### config.mk
export PLATFORM = sky130hd
export DESIGN_NAME = pulse_profile_gen_flat
export DESIGN_NICKNAME = d
export VERILOG_FILES = /design/src/rtl/pulse_profile_gen_if.sv /design/src/rtl/pulse_profile_gen.sv /design/src/flat_wrapper.sv
export SDC_FILE = /design/constraint.sdc
export NUM_CORES = 1
export LEC_CHECK = 0
export CORE_MARGIN = 2
export CORE_UTILIZATION = 25
export CTS_BUF_LIST = sky130_fd_sc_hd__clkbuf_8 sky130_fd_sc_hd__clkbuf_16
export DETAILED_ROUTE_END_ITERATION = 10
export SLEW_MARGIN = 15
export SYNTH_ARGS = -nofsm -noshare
export SYNTH_HDL_FRONTEND = slang
export SYNTH_SLANG_ARGS = --single-unit
### constraint.sdc
create_clock -name clk -period 14.12 [get_ports clk]
set_input_delay 3.53 -clock clk [delete_from_list [all_inputs] [get_ports clk]]
set_output_delay 3.53 -clock clk [all_outputs]
set_load 0.03 [all_outputs]
### src/rtl/pulse_profile_gen_if.sv
// Control, table-write and status bundle for pulse_profile_gen.
// The master drives run control and table writes; the slave (the generator) drives status.
interface pulse_profile_gen_if #(
  parameter int unsigned CNT_W = 32,
  parameter int unsigned AW    = 4,
  parameter int unsigned SEC_W = 8,
  parameter int unsigned PC_W  = 16
);
  logic             start;
  logic [1:0]       mode;
  logic             wr_en;
  logic [AW-1:0]    wr_addr;
  logic [CNT_W-1:0] wr_half;
  logic [SEC_W-1:0] wr_secs;
  logic [AW:0]      prof_len;
  logic             pulse;
  logic             sec_tick;
  logic             busy;
  logic             done;
  logic [AW-1:0]    step_idx;
  logic [PC_W-1:0]  pulse_count;

  modport master (
    output start, mode, wr_en, wr_addr, wr_half, wr_secs, prof_len,
    input  pulse, sec_tick, busy, done, step_idx, pulse_count
  );

  modport slave (
    input  start, mode, wr_en, wr_addr, wr_half, wr_secs, prof_len,
    output pulse, sec_tick, busy, done, step_idx, pulse_count
  );
endinterface

### src/rtl/pulse_profile_gen.sv
// Pulse-train generator: three fixed half-period modes plus a table-driven profile of
// (half-period, seconds) steps, with a run-aligned second tick and a saturating edge counter.
module pulse_profile_gen #(
  parameter int unsigned CNT_W    = 32,
  parameter int unsigned TICK_CYC = 100000000,
  parameter int unsigned HALF0    = 1562500,
  parameter int unsigned HALF1    = 781250,
  parameter int unsigned HALF2    = 390625,
  parameter int unsigned DEPTH    = 16,
  parameter int unsigned AW       = 4,
  parameter int unsigned SEC_W    = 8,
  parameter int unsigned PC_W     = 16
) (
  input logic                clk,
  input logic                rst,
  pulse_profile_gen_if.slave bus
);

  localparam logic [1:0] StIdle    = 2'd0;
  localparam logic [1:0] StRunFix  = 2'd1;
  localparam logic [1:0] StRunProf = 2'd2;
  localparam logic [1:0] StDone    = 2'd3;

  localparam logic [CNT_W-1:0] TickLast = CNT_W'(TICK_CYC - 1);
  localparam logic [AW:0]      DepthLen = (AW + 1)'(DEPTH);

  logic [1:0]       state_q, state_d;
  logic [1:0]       mode_q, mode_d;
  logic [AW:0]      len_q, len_d;
  logic [AW-1:0]    idx_q, idx_d;
  logic [CNT_W-1:0] d_q, d_d;
  logic [CNT_W-1:0] s_q, s_d;
  logic [SEC_W-1:0] e_q, e_d;
  logic             pulse_q, pulse_d;
  logic [PC_W-1:0]  pc_q, pc_d;

  logic [CNT_W-1:0] tbl_half [DEPTH];
  logic [SEC_W-1:0] tbl_secs [DEPTH];

  logic             running;
  logic             tick_hit;
  logic             step_end;
  logic             last_step;
  logic [AW:0]      idx_inc;
  logic [CNT_W-1:0] fix_half;
  logic [CNT_W-1:0] cur_half;
  logic [SEC_W-1:0] cur_secs;
  logic [CNT_W-1:0] half;

  // Table has no reset; writes are only taken while no run is using it.
  always_ff @(posedge clk) begin
    if (bus.wr_en && !running) begin
      tbl_half[bus.wr_addr] <= bus.wr_half;
      tbl_secs[bus.wr_addr] <= bus.wr_secs;
    end
  end

  assign cur_half = tbl_half[idx_q];
  assign cur_secs = tbl_secs[idx_q];

  always_comb begin
    case (mode_q)
      2'd0:    fix_half = CNT_W'(HALF0);
      2'd1:    fix_half = CNT_W'(HALF1);
      default: fix_half = CNT_W'(HALF2);
    endcase
  end

  assign running   = (state_q == StRunFix) || (state_q == StRunProf);
  assign half      = (state_q == StRunProf) ? cur_half : fix_half;
  // Stop wins over everything in the same cycle, so the tick is gated by start too.
  assign tick_hit  = running && bus.start && (s_q == TickLast);
  assign idx_inc   = {1'b0, idx_q} + (AW + 1)'(1);
  assign last_step = (idx_inc == len_q);

  always_comb begin
    state_d  = state_q;
    mode_d   = mode_q;
    len_d    = len_q;
    idx_d    = idx_q;
    d_d      = d_q;
    s_d      = s_q;
    e_d      = e_q;
    pulse_d  = pulse_q;
    pc_d     = pc_q;
    step_end = 1'b0;

    case (state_q)
      StIdle: begin
        if (bus.start) begin
          mode_d  = bus.mode;
          len_d   = (bus.prof_len > DepthLen) ? DepthLen : bus.prof_len;
          idx_d   = '0;
          d_d     = '0;
          s_d     = '0;
          e_d     = '0;
          pulse_d = 1'b0;
          pc_d    = '0;
          state_d = (bus.mode == 2'd3) ? StRunProf : StRunFix;
        end
      end

      StRunFix, StRunProf: begin
        if (!bus.start) begin
          state_d = StIdle;
          idx_d   = '0;
          d_d     = '0;
          s_d     = '0;
          e_d     = '0;
          pulse_d = 1'b0;
        end else begin
          s_d = tick_hit ? '0 : s_q + CNT_W'(1);

          // A zero half-period is a rest: divider frozen, pulse held low.
          if (half != '0) begin
            if (d_q == half - CNT_W'(1)) begin
              d_d     = '0;
              pulse_d = !pulse_q;
            end else begin
              d_d = d_q + CNT_W'(1);
            end
          end

          if (state_q == StRunProf) begin
            if (len_q == '0) begin
              state_d = StDone;
              d_d     = '0;
              pulse_d = 1'b0;
            end else if (cur_secs == '0) begin
              step_end = 1'b1;
            end else if (tick_hit) begin
              if (e_q == cur_secs - SEC_W'(1)) begin
                step_end = 1'b1;
              end else begin
                e_d = e_q + SEC_W'(1);
              end
            end
          end

          if (step_end) begin
            e_d     = '0;
            d_d     = '0;
            pulse_d = 1'b0;
            if (last_step) begin
              state_d = StDone;
            end else begin
              idx_d = idx_q + AW'(1);
            end
          end
        end
      end

      StDone: begin
        if (!bus.start) begin
          state_d = StIdle;
          idx_d   = '0;
          s_d     = '0;
          e_d     = '0;
        end
      end

      default: state_d = StIdle;
    endcase

    if (pulse_d && !pulse_q && (pc_q != '1)) begin
      pc_d = pc_q + PC_W'(1);
    end
  end

  always_ff @(posedge clk) begin
    if (rst) begin
      state_q <= StIdle;
      mode_q  <= 2'd0;
      len_q   <= '0;
      idx_q   <= '0;
      d_q     <= '0;
      s_q     <= '0;
      e_q     <= '0;
      pulse_q <= 1'b0;
      pc_q    <= '0;
    end else begin
      state_q <= state_d;
      mode_q  <= mode_d;
      len_q   <= len_d;
      idx_q   <= idx_d;
      d_q     <= d_d;
      s_q     <= s_d;
      e_q     <= e_d;
      pulse_q <= pulse_d;
      pc_q    <= pc_d;
    end
  end

  assign bus.pulse       = pulse_q && bus.start;
  assign bus.sec_tick    = tick_hit;
  assign bus.busy        = running;
  assign bus.done        = (state_q == StDone);
  assign bus.step_idx    = idx_q;
  assign bus.pulse_count = pc_q;

endmodule

### src/flat_wrapper.sv
// flat-port wrapper written by rule: the top's interface ports become plain ports
module pulse_profile_gen_flat 
#(
  parameter int unsigned CNT_W    = 32,
  parameter int unsigned TICK_CYC = 100000000,
  parameter int unsigned HALF0    = 1562500,
  parameter int unsigned HALF1    = 781250,
  parameter int unsigned HALF2    = 390625,
  parameter int unsigned DEPTH    = 16,
  parameter int unsigned AW       = 4,
  parameter int unsigned SEC_W    = 8,
  parameter int unsigned PC_W     = 16
)
  (clk, rst, bus_start, bus_mode, bus_wr_en, bus_wr_addr, bus_wr_half, bus_wr_secs, bus_prof_len, bus_pulse, bus_sec_tick, bus_busy, bus_done, bus_step_idx, bus_pulse_count);
  pulse_profile_gen_if #(.CNT_W(CNT_W), .AW(AW), .SEC_W(SEC_W), .PC_W(PC_W)) bus_i ();
  input logic clk;
  input logic rst;
  input wire logic [$bits(bus_i.start)-1:0] bus_start;
  input wire logic [$bits(bus_i.mode)-1:0] bus_mode;
  input wire logic [$bits(bus_i.wr_en)-1:0] bus_wr_en;
  input wire logic [$bits(bus_i.wr_addr)-1:0] bus_wr_addr;
  input wire logic [$bits(bus_i.wr_half)-1:0] bus_wr_half;
  input wire logic [$bits(bus_i.wr_secs)-1:0] bus_wr_secs;
  input wire logic [$bits(bus_i.prof_len)-1:0] bus_prof_len;
  output wire logic [$bits(bus_i.pulse)-1:0] bus_pulse;
  output wire logic [$bits(bus_i.sec_tick)-1:0] bus_sec_tick;
  output wire logic [$bits(bus_i.busy)-1:0] bus_busy;
  output wire logic [$bits(bus_i.done)-1:0] bus_done;
  output wire logic [$bits(bus_i.step_idx)-1:0] bus_step_idx;
  output wire logic [$bits(bus_i.pulse_count)-1:0] bus_pulse_count;
  assign bus_i.start = bus_start;
  assign bus_i.mode = bus_mode;
  assign bus_i.wr_en = bus_wr_en;
  assign bus_i.wr_addr = bus_wr_addr;
  assign bus_i.wr_half = bus_wr_half;
  assign bus_i.wr_secs = bus_wr_secs;
  assign bus_i.prof_len = bus_prof_len;
  assign bus_pulse = bus_i.pulse;
  assign bus_sec_tick = bus_i.sec_tick;
  assign bus_busy = bus_i.busy;
  assign bus_done = bus_i.done;
  assign bus_step_idx = bus_i.step_idx;
  assign bus_pulse_count = bus_i.pulse_count;
  pulse_profile_gen #(.CNT_W(CNT_W), .TICK_CYC(TICK_CYC), .HALF0(HALF0), .HALF1(HALF1), .HALF2(HALF2), .DEPTH(DEPTH), .AW(AW), .SEC_W(SEC_W), .PC_W(PC_W)) u_core (.clk(clk), .rst(rst), .bus(bus_i));
endmodule
==> impl_metrics.csv, run 1 <==
group,metric,value,unit
worst_setup_path,cp-end-kind,"primary output",
timing,min_period,9194,ps
pwr,internal-power,3.664,mW
clock_tree,clock_latency,660,ps
worst_setup_path,slowest_stage,"clkdlybuf4s50_1",
floorplanning,start_util,25.20,%
pwr,p_per_area,129.3,nW/um^2
worst_setup_path,cp_top_family,"buffers and inverters",
yosys,ys_seq_area_share,66.33,%
yosys,synth-compound-area-share,7.338,%
layout,layout.nets,2282,
routing,met1_length,38.71,mm
yosys,synth_area,32170,um^2
timing,finalSetupViolations,0,
worst_setup_path,crit_type,"in -> out",
layout,fillers,12602,
yosys,synth_edf_count,640,
pwr,power_frac_clock,40.9,%
placed_design,gp_congestion,0.8502,
global_route,antenna_found_initial,15,
yosys,synth.yosys.warnings,0,
yosys,synthMuxAreaShare,12.50,%
flow_run,drv_cap,0,
timing,slew_violations,0,
layout,layout_common_cells,"edfxtp_1 (640), mux2i_1 (154), nand2_1 (112)",
worst_setup_path,cp_data_arrival_time,5660,ps
worst_setup_path,crit_top_cell,"clkdlybuf4s50_1",
routing,wl,84.57,mm
worst_setup_path,crit_chain,"clkdlybuf4s50_1 > and2_1 > and4b_1 > and3_1 > clkdlybuf4s50_1",
global_route,grt_pass1_vias,18060,
routing,wl_met3,6.318,mm
timing,tightest_slew,1206,ps
clock_tree,cts_htree_levels,3,
floorplanning,die_area,131600,um^2
worst_setup_path,cp_num_buf_inv,2,
yosys,synth-async-reset-ratio,0,%
yosys,synth_cell_type_count,89,
clock_tree,clkSinkCount,746,
pwr,p_leak,11.31,nW
yosys,yosys.area_share.simple,8.941,%
floorplanning,row_count,131,
global_route,grt_usage,12.51,%
routing,wl_per_cell,21.45,um
clock_tree,cts_root_buffer,"clkbuf_16",
yosys,synth_top_family_by_area,"multiplexers",
clock_tree,postCtsSetupBuffers,0,
yosys,synthCells,2120,
timing,rsz0062_at_grt,"no",
placed_design,hpwlAfterDp,49.27,mm
clock_tree,cts-resized-gates,0,
run_status,status,"finished clean",
worst_setup_path,reg2regPathDepth,18,
yosys,ys_ff_latch,746,
floorplanning,coreArea,127700,um^2
worst_setup_path,cpPeakStageDelay,700,ps
clock_tree,cts_buffer_depth,3,
global_route,grt_max_degree,105,
pwr,p_switching,1.164,mW
yosys,syn-num-nets,2186,
worst_setup_path,r2r_slack,6640,ps
pwr,pwr-share-comb,8.4,%
placed_design,port_buffers,78,
pwr,total_power,4.828,mW
pwr,ir_worst_vdd,0.00008096,V
floorplanning,die_h,362.7,um
min_path,hold_path_class,"reg -> reg",
global_route,grt_overflow,0,
floorplanning,pin_count,79,
yosys,avgSynthCellArea,15.18,um^2
clock_tree,ctsHoldBuffers,0,
yosys,synth_xor_area_share,2.341,%
worst_setup_path,worstPathRequired,10590,ps
min_path,whs_path_depth,2,
worst_setup_path,critPathMaxFanout,11,
clock_tree,clk_pin_slew,60,ps
yosys,yosys_most_used_dff,"edfxtp_1",
min_path,hp-start,"u_core.s_q[1]",
routing,routed_via_density,4.816,
routing,final_antenna_net_count,0,
yosys,synthAdderAreaFrac,0.4278,%
pwr,seq_power_share,50.7,%
floorplanning,die_width,362.7,um
timing,fin_worst_skew,44.65,ps
layout,final_common_cell,"edfxtp_1",
timing,fin_crit_sh,65.11,%
routing,drc,0,
routing,dr.max_layer_used,"met5",
timing,fmax,108.8,MHz
timing,maxSlewHeadroom,19.54,%
timing,finalHoldViolCount,0,
clock_tree,numCtsBuffers,78,
pwr,swShare,24.11,%
worst_setup_path,r2r-end,"u_core.bus.pulse_count[7]",
timing,fin_setup_tns,0,ps
min_path,whs_endpoint,"u_core.s_q[1]",
clock_tree,cts_tree,"yes",
global_route,grt_pass1_wl,122.7,mm
routing,drt_iter0_markers,1906,
worst_setup_path,crit_path_start_kind,"input port",
layout,area_delta_synth_final,16.08,%
routing,num_vias,18990,
layout,drive_above_1_share,13.60,%
routing,wl_met2,37.25,mm
routing,drt-pass1-iter-count,5,
layout,utilization,29.25,%
[worst max path at each step]
stage | depth (start not counted) | from | end | slack [ps]
finish | 5 | bus_start | bus_sec_tick | 4930
global route | 5 | bus_start | bus_sec_tick | 4820
detailed placement | 5 | bus_start | bus_sec_tick | 4930
CTS | 5 | bus_start | bus_sec_tick | 4920
floorplan | 3 | bus_start | bus_sec_tick | 6350
global placement | 5 | bus_start | bus_sec_tick | 4980
[worst min-delay path: stages (launching register included)]
cell     delay [ps]
dfxtp_1         320
nand2_1          60
a21oi_1          50
[cells in the mapped netlist (8+ instances only)]
| library cell | instances | area (um^2) |
|---|---|---|
| nor3_1 | 25 | 125.1 |
| and4_1 | 8 | 70.07 |
| a21o_1 | 23 | 172.7 |
| mux4_2 | 99 | 2230 |
| mux2_2 | 15 | 168.9 |
| nand4b_1 | 8 | 70.07 |
| o31ai_1 | 8 | 60.06 |
| nand2b_1 | 36 | 225.2 |
| edfxtp_1 | 640 | 19220 |
| or2_2 | 9 | 56.30 |
| nor3b_1 | 10 | 75.07 |
| o211ai_1 | 14 | 105.1 |
| nand3_1 | 69 | 345.3 |
| clkbuf_1 | 42 | 157.7 |
| buf_1 | 8 | 30.03 |
| nand2_1 | 112 | 420.4 |
| mux2i_1 | 154 | 1541 |
| buf_2 | 22 | 110.1 |
| a21oi_1 | 89 | 445.4 |
| and3_1 | 40 | 250.2 |
| ha_1 | 11 | 137.6 |
| inv_1 | 17 | 63.81 |
| buf_6 | 22 | 247.7 |
| a22oi_1 | 55 | 412.9 |
| nand4_1 | 28 | 175.2 |
| and2_1 | 18 | 112.6 |
| nor2_1 | 100 | 375.4 |
| or3_1 | 16 | 100.1 |
| xor2_1 | 35 | 306.5 |
| a22o_1 | 9 | 78.83 |
| a211oi_1 | 18 | 135.1 |
| a31oi_1 | 11 | 68.82 |
| o21ai_0 | 30 | 150.1 |
| xnor2_1 | 51 | 446.7 |
| nor2b_1 | 26 | 162.7 |
| dfxtp_1 | 106 | 2122 |
| nor4_1 | 13 | 81.33 |
[cell type report]
type	instances	area, um^2	area share (%)
inverter	21	78.83	0.2111
clock inverter	64	503.0	1.347
timing repair buffer	116	1074	2.874
multi-input combinational	1253	10280	27.52
tap	1662	2079	5.568
sequential	746	21350	57.17
antenna	1	2.502	0.006700
clock buffer	80	1979	5.300
[kinds of logic (layout without fill, tap and decap cells)]
family	Yosys count	in the layout
xor+xnor	86	86
other cells	0	1
flops	746	746
buf+inv	121	281
compound gates	340	340
simple gates	542	542
mux	274	274
fa+ha+maj	11	11
[power by group through the flow]
stage	logic [mW]	registers [mW]	clock network [mW]
final	0.404	2.45	1.97
after global routing	0.436	2.45	2.10
after detailed placement	0.401	2.50	0
after floorplan	0.272	2.49	0
after CTS	0.403	2.45	2.01
after global placement	0.398	2.50	0
[stage by stage]
stage                     hold WS (ps)  instance area (um^2)  std cells  worst slack (ps)
after floorplan                  453.7                 32170       2120              6346
after global placement           470.2                 34860       3798              4978
after detailed placement         473.4                 34860       3798              4930
after CTS                        481.7                 37340       3942              4921
after global routing             519.4                 37340       3942              4815
final                            479.9                 37350       3943              4926
[registers in the layout (all words and copies together) (netlist names), named ones only]
register and count:
u_core.pulse_q 1, u_core.bus.step_idx 4, u_core.s_q 32, u_core.d_q 32
u_core.state_q 2, u_core.len_q 5, u_core.e_q 8, u_core.bus.pulse_count 16
u_core.mode_q 2, u_core.tbl_half 512, u_core.tbl_secs 128
[per-layer routing]
metal | vias up | GRT usage (%)
met2 | 608 | 18.84
met1 | 9629 | 17.78
met3 | 143 | 3.046
li1 | 8586 | -
met5 | - | 0
met4 | 24 | 3.588
Note: power is estimated with default switching activity, not from simulation.
==> run 2, diff against run 1 <==
==> constraint.sdc (replaced) <==
create_clock -name clk -period 8.1 [get_ports clk]
set_input_delay 2.025 -clock clk [delete_from_list [all_inputs] [get_ports clk]]
set_output_delay 2.025 -clock clk [all_outputs]
set_load 0.03 [all_outputs]
==> impl_metrics.csv, run 2 (synthesis gave the netlist of run 1 again) <==
group,metric,value,unit
timing,fin_setup_tns,0,ps
placed_design,pre_cts_ws,1955,ps
timing,timing.hold.ws,482.5,ps
pwr,total_power,8.588,mW
routing,wl,87.11,mm
clock_tree,cts_root_buffer,"clkbuf_16",
clock_tree,cts_tree,"yes",
placed_design,placed_cell_area,34920,um^2
pwr,ir_worst_vdd,0.0001804,V
global_route,grtUsageMet3,2.746,%
worst_setup_path,crit_type,"reg -> reg",
placed_design,hpwlAfterDp,52.30,mm
worst_setup_path,reg2regPathDepth,13,
routing,num_vias,19346,
worst_setup_path,slowest_stage,"dfxtp_4",
routing,drt_iter0_markers,1999,
clock_tree,cts-resized-gates,0,
worst_setup_path,worstPathRequired,8600,ps
timing,fin_worst_skew,55.71,ps
layout,largest_reg_flops,512,
timing,finalSetupViolations,0,
flow_run,drv_cap,0,
layout,n_antenna_cell,0,
layout,drive_above_1_share,13.86,%
timing,min_period,6287,ps
global_route,grt_pass1_wl,127.8,mm
clock_tree,cts_buffer_depth,3,
timing,fin_crit_sh,77.62,%
placed_design,gp_congestion,0.8882,
floorplanning,die_area,131600,um^2
worst_setup_path,cp.depth,13,
global_route,grt_max_degree,54,
placed_design,port_buffers,78,
worst_setup_path,cp-end-kind,"flop",
floorplanning,coreArea,127700,um^2
clock_tree,ctsHoldBuffers,0,
clock_tree,clock_latency,650,ps
layout,reg_top3,"u_core.tbl_half: 512 flops, u_core.tbl_secs: 128 flops",
layout,stdcell_area,37540,um^2
global_route,busiest_layer,"met2",
min_path,whs_path_depth,2,
global_route,antenna_found_initial,15,
placed_design,place_inst,3804,
worst_setup_path,cpPeakStageDelay,860,ps
clock_tree,postCtsSetupBuffers,0,
routing,wl_per_cell,22.06,um
routing,drc,0,
min_path,hold_path_class,"reg -> reg",
worst_setup_path,cp_num_buf_inv,1,
timing,tightest_slew,1035,ps
layout,utilization,29.40,%
pwr,p_leak,11.42,nW
worst_setup_path,crit_chain,"buf_12 > mux4_2 > mux2_2 > mux2_2 > o21bai_4 > a2111oi_4 > nand4_2 > mux2_2 > or4b_1 > nor4_4 > nand3_2 > and3b_1 > a21o_1",
global_route,grt_pass1_vias,18587,
timing,fmax,159.1,MHz
floorplanning,pin_count,79,
timing,finalHoldViolCount,0,
worst_setup_path,crit_top_cell,"mux2_2",
routing,final_antenna_net_count,0,
floorplanning,die_h,362.7,um
worst_setup_path,critPathMaxFanout,53,
clock_tree,clkSinkCount,746,
timing,rsz0062_at_grt,"no",
timing,slew_violations,0,
layout,layout.nets,2289,
clock_tree,cts_htree_levels,3,
routing,routed_via_density,4.899,
floorplanning,start_util,25.20,%
timing,maxSlewHeadroom,30.35,%
timing,setup_slack,1813,ps
floorplanning,row_count,131,
layout,top_register,"u_core.tbl_half",
worst_setup_path,crit_path_start_kind,"flop",
routing,drt-pass1-iter-count,5,
clock_tree,numCtsBuffers,79,
worst_setup_path,cp_top_family,"simple AND/OR/NAND/NOR gates",
layout,final_common_cell,"edfxtp_1",
floorplanning,die_width,362.7,um
layout,layout_common_cells,"edfxtp_1 (640), mux2i_1 (154), nand2_1 (112)",
global_route,grt_overflow,0,
layout,finalNonFillerCells,3949,
global_route,grt_usage,13.01,%
clock_tree,clk_pin_slew,60,ps
global_route,met2_usage,20.04,%
layout,area_delta_synth_final,16.70,%
run_status,status,"finished clean",
global_route,gr-usage-met1,18.52,%
worst_setup_path,cp_data_arrival_time,6780,ps
pwr,p_per_area,228.7,nW/um^2
==> run 2: where the power goes <==
part	total (mW)	internal, mW	switching [mW]	leakage, nW
logic	0.707	0.256	0.451	3.45
registers	4.28	4.24	0.0392	6.63
clock network	3.61	2.07	1.54	1.34
total	8.59	6.56	2.02	11.4
==> run 2: worst min-delay path: cells and delay by family, from the launching register on <==
kind	cells	cell delay [ps]
flip-flops	1	320
AND/OR/NAND/NOR	1	60
AO/OA/AOI/OAI	1	50
==> run 2: final cells by class <==
| cell class | count | area (um^2) |
|---|---|---|
| inverters | 21 | 78.83 |
| clock inverters | 59 | 521.8 |
| flip-flops and latches | 746 | 21350 |
| repair buffers | 122 | 1131 |
| fillers | 12525 | 90140 |
| clock buffers | 86 | 2096 |
| well taps | 1662 | 2079 |
| multi-input cells | 1253 | 10280 |
==> run 2: final timing paths <==
path,end,from,slack (ps)
setup / recovery,u_core.bus.pulse_count[3],flop,1810
hold / removal,u_core.s_q[1],u_core.s_q[1],480
setup reg to reg,u_core.bus.pulse_count[3],flop,1810
hold reg to reg,u_core.s_q[1],u_core.s_q[1],480
==> run 2: routing by layer <==
metal,vias to the layer above,wire length [um]
met5,-,118
met4,20,1721
met3,133,6639
met2,732,39440
met1,9874,39200
li1,8587,-
==> run 3, diff against run 2 <==
==> constraint.sdc (replaced) <==
create_clock -name clk -period 5.2 [get_ports clk]
set_input_delay 1.3 -clock clk [delete_from_list [all_inputs] [get_ports clk]]
set_output_delay 1.3 -clock clk [all_outputs]
set_load 0.03 [all_outputs]
==> impl_metrics.csv, run 3 (synthesis gave the netlist of run 1 again) <==
group,metric,value,unit
worst_setup_path,crit_path_start_kind,"flop",
clock_tree,cts_root_buffer,"clkbuf_16",
timing,fin_crit_sh,94.32,%
clock_tree,clock_latency,650,ps
placed_design,port_buffers,78,
worst_setup_path,slowest_stage,"or4b_1",
layout,fillers,12491,
worst_setup_path,r2r_slack,300,ps
global_route,grt_usage,13.30,%
timing,fmax,203.9,MHz
layout,layout.nets,2362,
placed_design,place_inst,3873,
layout,reg_top3,"u_core.tbl_half: 512 flops, u_core.tbl_secs: 128 flops",
timing,min_period,4904,ps
worst_setup_path,crit_type,"reg -> reg",
worst_setup_path,cpPeakStageDelay,570,ps
timing,maxSlewHeadroom,18.91,%
pwr,p_per_area,348.1,nW/um^2
floorplanning,start_util,25.20,%
min_path,hold_path_class,"reg -> reg",
routing,wl_per_cell,22.28,um
layout,area_delta_synth_final,18.98,%
floorplanning,row_count,131,
routing,wl,89.65,mm
floorplanning,die_h,362.7,um
placed_design,gp_congestion,0.8642,
floorplanning,die_area,131600,um^2
layout,largest_reg_flops,512,
pwr,p_leak,11.81,nW
floorplanning,pin_count,79,
worst_setup_path,cp-end-kind,"flop",
routing,drc,0,
layout,layout_common_cells,"edfxtp_1 (640), mux2i_1 (154), nand2_1 (112)",
global_route,grt_pass1_vias,18998,
timing,fin_setup_tns,0,ps
clock_tree,clkSinkCount,746,
pwr,total_power,13.33,mW
clock_tree,cts_buffer_depth,3,
timing,slew_violations,0,
global_route,antenna_found_initial,14,
placed_design,hpwlAfterDp,54.90,mm
worst_setup_path,worstPathRequired,5700,ps
timing,finalSetupViolations,0,
timing,fin_worst_skew,33.25,ps
flow_run,drv_cap,0,
routing,final_antenna_net_count,0,
worst_setup_path,cp_data_arrival_time,5410,ps
clock_tree,numCtsBuffers,79,
timing,finalHoldViolCount,0,
layout,drive_above_1_share,16.74,%
routing,drt_iter0_markers,2084,
run_status,status,"finished clean",
floorplanning,die_width,362.7,um
routing,routed_via_density,4.884,
routing,drt-pass1-iter-count,5,
worst_setup_path,crit_chain,"buf_4 > mux4_2 > mux2i_1 > a32oi_1 > a311oi_2 > buf_4 > nand3_1 > nor4_1 > xnor2_1 > or4b_1 > nor4_4 > a211oi_4 > buf_12 > buf_12 > a21oi_1 > mux2i_1",
floorplanning,coreArea,127700,um^2
layout,finalNonFillerCells,4023,
min_path,hp-start,"u_core.s_q[1]",
layout,final_common_cell,"edfxtp_1",
routing,num_vias,19647,
clock_tree,clk_pin_slew,60,ps
global_route,grt_max_degree,52,
clock_tree,cts_htree_levels,3,
clock_tree,cts_tree,"yes",
pwr,ir_worst_vdd,0.0002726,V
timing,rsz0062_at_grt,"no",
global_route,grt_pass1_wl,130.9,mm
timing,tightest_slew,1215,ps
layout,top_register,"u_core.tbl_half",
clock_tree,ctsHoldBuffers,0,
worst_setup_path,critPathMaxFanout,21,
global_route,grt_overflow,0,
==> run 3: cell types whose count changed in the layout (fill, tap and decap cells not counted), sizes merged <==
cell / change
clkinvlp: -1
diode: +1
bufinv: -1
buf: +73
clkinv: +6
clkbuf: -4
==> run 3: path summary, 6_finish.rpt <==
check,depth (start not counted),to
worst max register to register,16,u_core.d_q[11]
worst max-delay path,16,u_core.d_q[11]
worst min register to register,2,u_core.s_q[1]
worst min-delay path,2,u_core.s_q[1]
==> run 3: layer usage <==
metal,part of all wire [%],vias to the layer above,global-route usage (%)
li1,-,8736,-
met1,45,10026,18.40
met2,46,727,21.25
met3,7.1,140,2.347
met4,2.1,18,3.905
met5,0.12,-,0
==> run 3: timing repair <==
action	4_1_cts	5_1_grt
gates resized for setup	1	5
gates cloned	0	0
setup buffers	0	4
pin swaps	0	0
setup endpoints to repair	3	51
==> run 3: layout make-up <==
class	count	area, um^2	share of cell area (%)
flip-flops and latches	746	21350	55.78
multi-input cells	1253	10300	26.90
clock buffers	82	2018	5.272
well taps	1662	2079	5.432
diodes	1	2.502	0.006537
repair buffers	195	1939	5.066
inverters	21	78.83	0.2059
clock inverters	63	510.5	1.334
==> run 3: critical path, delay by kind of cell, from the launching register on <==
kind | cells | cell delay (ps)
AND/OR/NAND/NOR | 4 | 1510
multiplexers | 3 | 840
AO/OA/AOI/OAI | 4 | 790
XOR/XNOR | 1 | 140
flip-flops | 1 | 560
buffers and inverters | 4 | 880
==> run 3: stage by stage <==
stage / area (um^2) / utilization [%] / hold slack (ps) / setup WS [ps]
global placement: 35640 / 27.91 / 465.1 / 92.95
global route: 38280 / 29.98 / 492.7 / 18.32
CTS: 38170 / 29.89 / 478.8 / 28.15
floorplan: 32180 / - / 453.7 / 0.7891
detailed placement: 35640 / 27.91 / 470.8 / 4.832
finish: 38280 / 29.98 / 478.6 / 295.5
==> run 3: report_power, final <==
group          internal [mW]  switching (mW)  leakage (nW)
clock network           3.09            2.39          1.30
logic                  0.463           0.744          3.88
registers               6.60          0.0432          6.63
total                   10.2            3.17          11.8
==> variant: new RTL, settings of run 2 <==
`PC_W` is set to 16 in 3 places; all go to 32.
--- a/src/rtl/pulse_profile_gen_if.sv
+++ b/src/rtl/pulse_profile_gen_if.sv
@@ -4,7 +4,7 @@
   parameter int unsigned CNT_W = 32,
   parameter int unsigned AW    = 4,
   parameter int unsigned SEC_W = 8,
-  parameter int unsigned PC_W  = 16
+  parameter int unsigned PC_W  = 32
 );
   logic             start;
   logic [1:0]       mode;
--- a/src/rtl/pulse_profile_gen.sv
+++ b/src/rtl/pulse_profile_gen.sv
@@ -9,7 +9,7 @@
   parameter int unsigned DEPTH    = 16,
   parameter int unsigned AW       = 4,
   parameter int unsigned SEC_W    = 8,
-  parameter int unsigned PC_W     = 16
+  parameter int unsigned PC_W     = 32
 ) (
   input logic                clk,
   input logic                rst,
--- a/src/flat_wrapper.sv
+++ b/src/flat_wrapper.sv
@@ -9,7 +9,7 @@
   parameter int unsigned DEPTH    = 16,
   parameter int unsigned AW       = 4,
   parameter int unsigned SEC_W    = 8,
-  parameter int unsigned PC_W     = 16
+  parameter int unsigned PC_W     = 32
 )
   (clk, rst, bus_start, bus_mode, bus_wr_en, bus_wr_addr, bus_wr_half, bus_wr_secs, bus_prof_len, bus_pulse, bus_sec_tick, bus_busy, bus_done, bus_step_idx, bus_pulse_count);
   pulse_profile_gen_if #(.CNT_W(CNT_W), .AW(AW), .SEC_W(SEC_W), .PC_W(PC_W)) bus_i ();
Ports: changed (resized bus_pulse_count); port bits go from 79 to 95. The function was not compared with the original's and may differ.
==> variant against run 2 <==
Die area grew 2.8%. Design area increased by 2.1%. Core utilization down 0.24 points. Synthesized cell count is 4.8% higher. Combinational power rose by 2%. Cell count is 4.9% higher. Global-route usage is 0.53 points lower. Sequential cell count increased by 16. Routed wire length is 0.84% lower. Via count is 2.5% higher. Worst setup slack got worse by 240 ps. Synthesized area is 2.8% higher. Total power is 2.3% lower. Largest cell class unchanged. Highest routed layer unchanged.
==> variant: results (changes against run 2) <==
Cells and area
  – Fraction of final layout cells with drive strength greater than 1: 0.137 (-0.00156)
  – Count of nets after finishing: 2,394 (+4.6%)

Global route
  – Vias in the first global route: 19,100 (+2.6%)
  – Met2 Resource Use GR: 0.186 (-0.0141)
  – Number of antenna violations at the first check in global routing: 12 (-3)
  – Total Routing Usage GR: 0.125 (-0.00533)
  – Global-route wire length before repair: 127,000 µm (-0.65%)
  – Global-route met3 utilization: 0.0250 (-0.00249)
  – Met1 usage in global routing: 0.182 (-0.00344)

Hold path
  – Launch point of the worst hold path: u_core.state_q[0]
  – End of the worst hold path: u_core.state_q[0]

Setup path
  – R2r setup slk: 1760 ps (-50 ps)
  – End of the worst register-to-register path: u_core.bus.pulse_count[30]
  – CP max stage delay: 790 ps (-70 ps)
  – Category of cells accounting for the largest share of critical-path delay: buffers and inverters
  – WP data arrival: 4510 ps (-2270 ps)

Drt
  – DR pass1 iterations: 6 (+1)
  – Vias post-DR: 19,800 (+2.5%)
  – Initial DRC Count: 1,954 (-2.3%)
  – Routed wirelength normalized by instance count: 20.8 µm (-5.5%)

Place
  – Placer Congestion: 0.841 (-5.3%)
  – IO buf count: 94 (+21%)
  – Setup slack after placement: 1590 ps (-364 ps)

STA
  – Largest clock skew in the final design: 30.6 ps (-25.1 ps)
  – Fin Hold WS: 478 ps (-4.55 ps)

Synth
  – Synthesized-area fraction occupied by ao, oa, aoi and oai cells: 0.0642 (-0.00923)
  – Post-synth cell types: 99 (+11%)
  – Post-synthesis sequential area ratio: 0.655 (-0.00848)
  – Xor/xnor share of the synthesized area: 0.0254 (+0.00197)
  – Area contributors post-synth: sky130_fd_sc_hd__edfxtp_1 (58%), sky130_fd_sc_hd__mux4_2 (7.8%), sky130_fd_sc_hd__dfxtp_1 (7.4%), sky130_fd_sc_hd__mux2i_1 (4.0%), sky130_fd_sc_hd__nand2_1 (1.8%)
  – Syn Nets: 2,287 (+4.6%)
  – Most frequent cells after synthesis: sky130_fd_sc_hd__edfxtp_1 (640), sky130_fd_sc_hd__nand2_1 (155), sky130_fd_sc_hd__mux2i_1 (133)

Outcome
  – Run status: complete, no violations

Power
  – Leakage power: 11.5 nW (+0.31%)
  – Pint: 6.38 mW (-2.8%)
  – Pwr Density: 219 nW/µm² (-4.3%)
[variant: cell count changes in the layout (fill, tap and decap cells not counted), sizes merged, moves of 14 or more]
cell           before  now
nand2b             36   15
clkdlybuf4s50      77   94
a21oi              89   51
mux2i             154  133
a211oi             19    4
nand2             112  156
inv                39   58
nand3              70  106
nor3               25   43
nand4              29   50
nor2              100  125
xor2               35   49
dfxtp             106  122
mux4              100  115
[variant: cell type report]
type,count,area (µm²),share of cell area
diodes,3,7.51,0.000196
clock buffers,81,2000,0.0523
clock inverters,58,342,0.00891
inverters,30,113,0.00294
multi-input cells,1322,10700,0.280
flip-flops and latches,762,21700,0.565
well taps,1755,2200,0.0573
repair buffers,133,1260,0.0328
[variant: worst max path at each step]
| stage | endpoint | depth (start not counted) | slack [ps] | start |
|---|---|---|---|---|
| floorplan | u_core.tbl_half[0][0] | 3 | 2410 | bus_wr_en |
| global placement | bus_sec_tick | 5 | 1570 | bus_start |
| detailed placement | bus_sec_tick | 5 | 1590 | bus_start |
| CTS | bus_sec_tick | 5 | 1580 | bus_start |
| global route | u_core.bus.pulse_count[30] | 13 | 1300 | register |
| finish | bus_sec_tick | 5 | 1570 | bus_start |
[variant: worst register-to-register path, delay by kind of cell (launching register included)]
family / cells / cell delay (ps)
AND/OR/NAND/NOR: 6 / 2300
flip-flops: 1 / 860
buffers and inverters: 1 / 650
multiplexers: 1 / 610
AO/OA/AOI/OAI: 5 / 1830
[variant: logic make-up (layout without fill, tap and decap cells)]
group | after synthesis | in the layout
muxes | 260 | 260
DFF | 762 | 762
xor gates and xnor gates | 95 | 95
buffers and inverters | 137 | 302
other | 0 | 3
and+or+nand+nor | 661 | 661
AOI/OAI and AO/OA | 295 | 295
adders and majority gates | 11 | 11
[variant: stage by stage]
stage / cells / instance area [µm²]
6_report: 4144 / 38300
3_5_place_dp: 4002 / 36000
3_3_place_gp: 4002 / 36000
5_1_grt: 4142 / 38300
4_1_cts: 4141 / 38300
2_1_floorplan: 2221 / 33100
[variant: power by group through the flow]
stage | Clock [mW] | Sequential, mW | Combinational, mW
floorplan | 0 | 4.42 | 0.490
global placement | 0 | 4.44 | 0.713
detailed placement | 0 | 4.44 | 0.719
CTS | 3.39 | 4.36 | 0.722
global route | 3.54 | 4.36 | 0.784
finish | 3.31 | 4.36 | 0.724
[variant: metal layers]
layer	vias to the layer above	routed length, µm
met2	662	38100
li1	8950	-
met1	10100	39800
met5	-	76
met3	132	6140
met4	12	2200
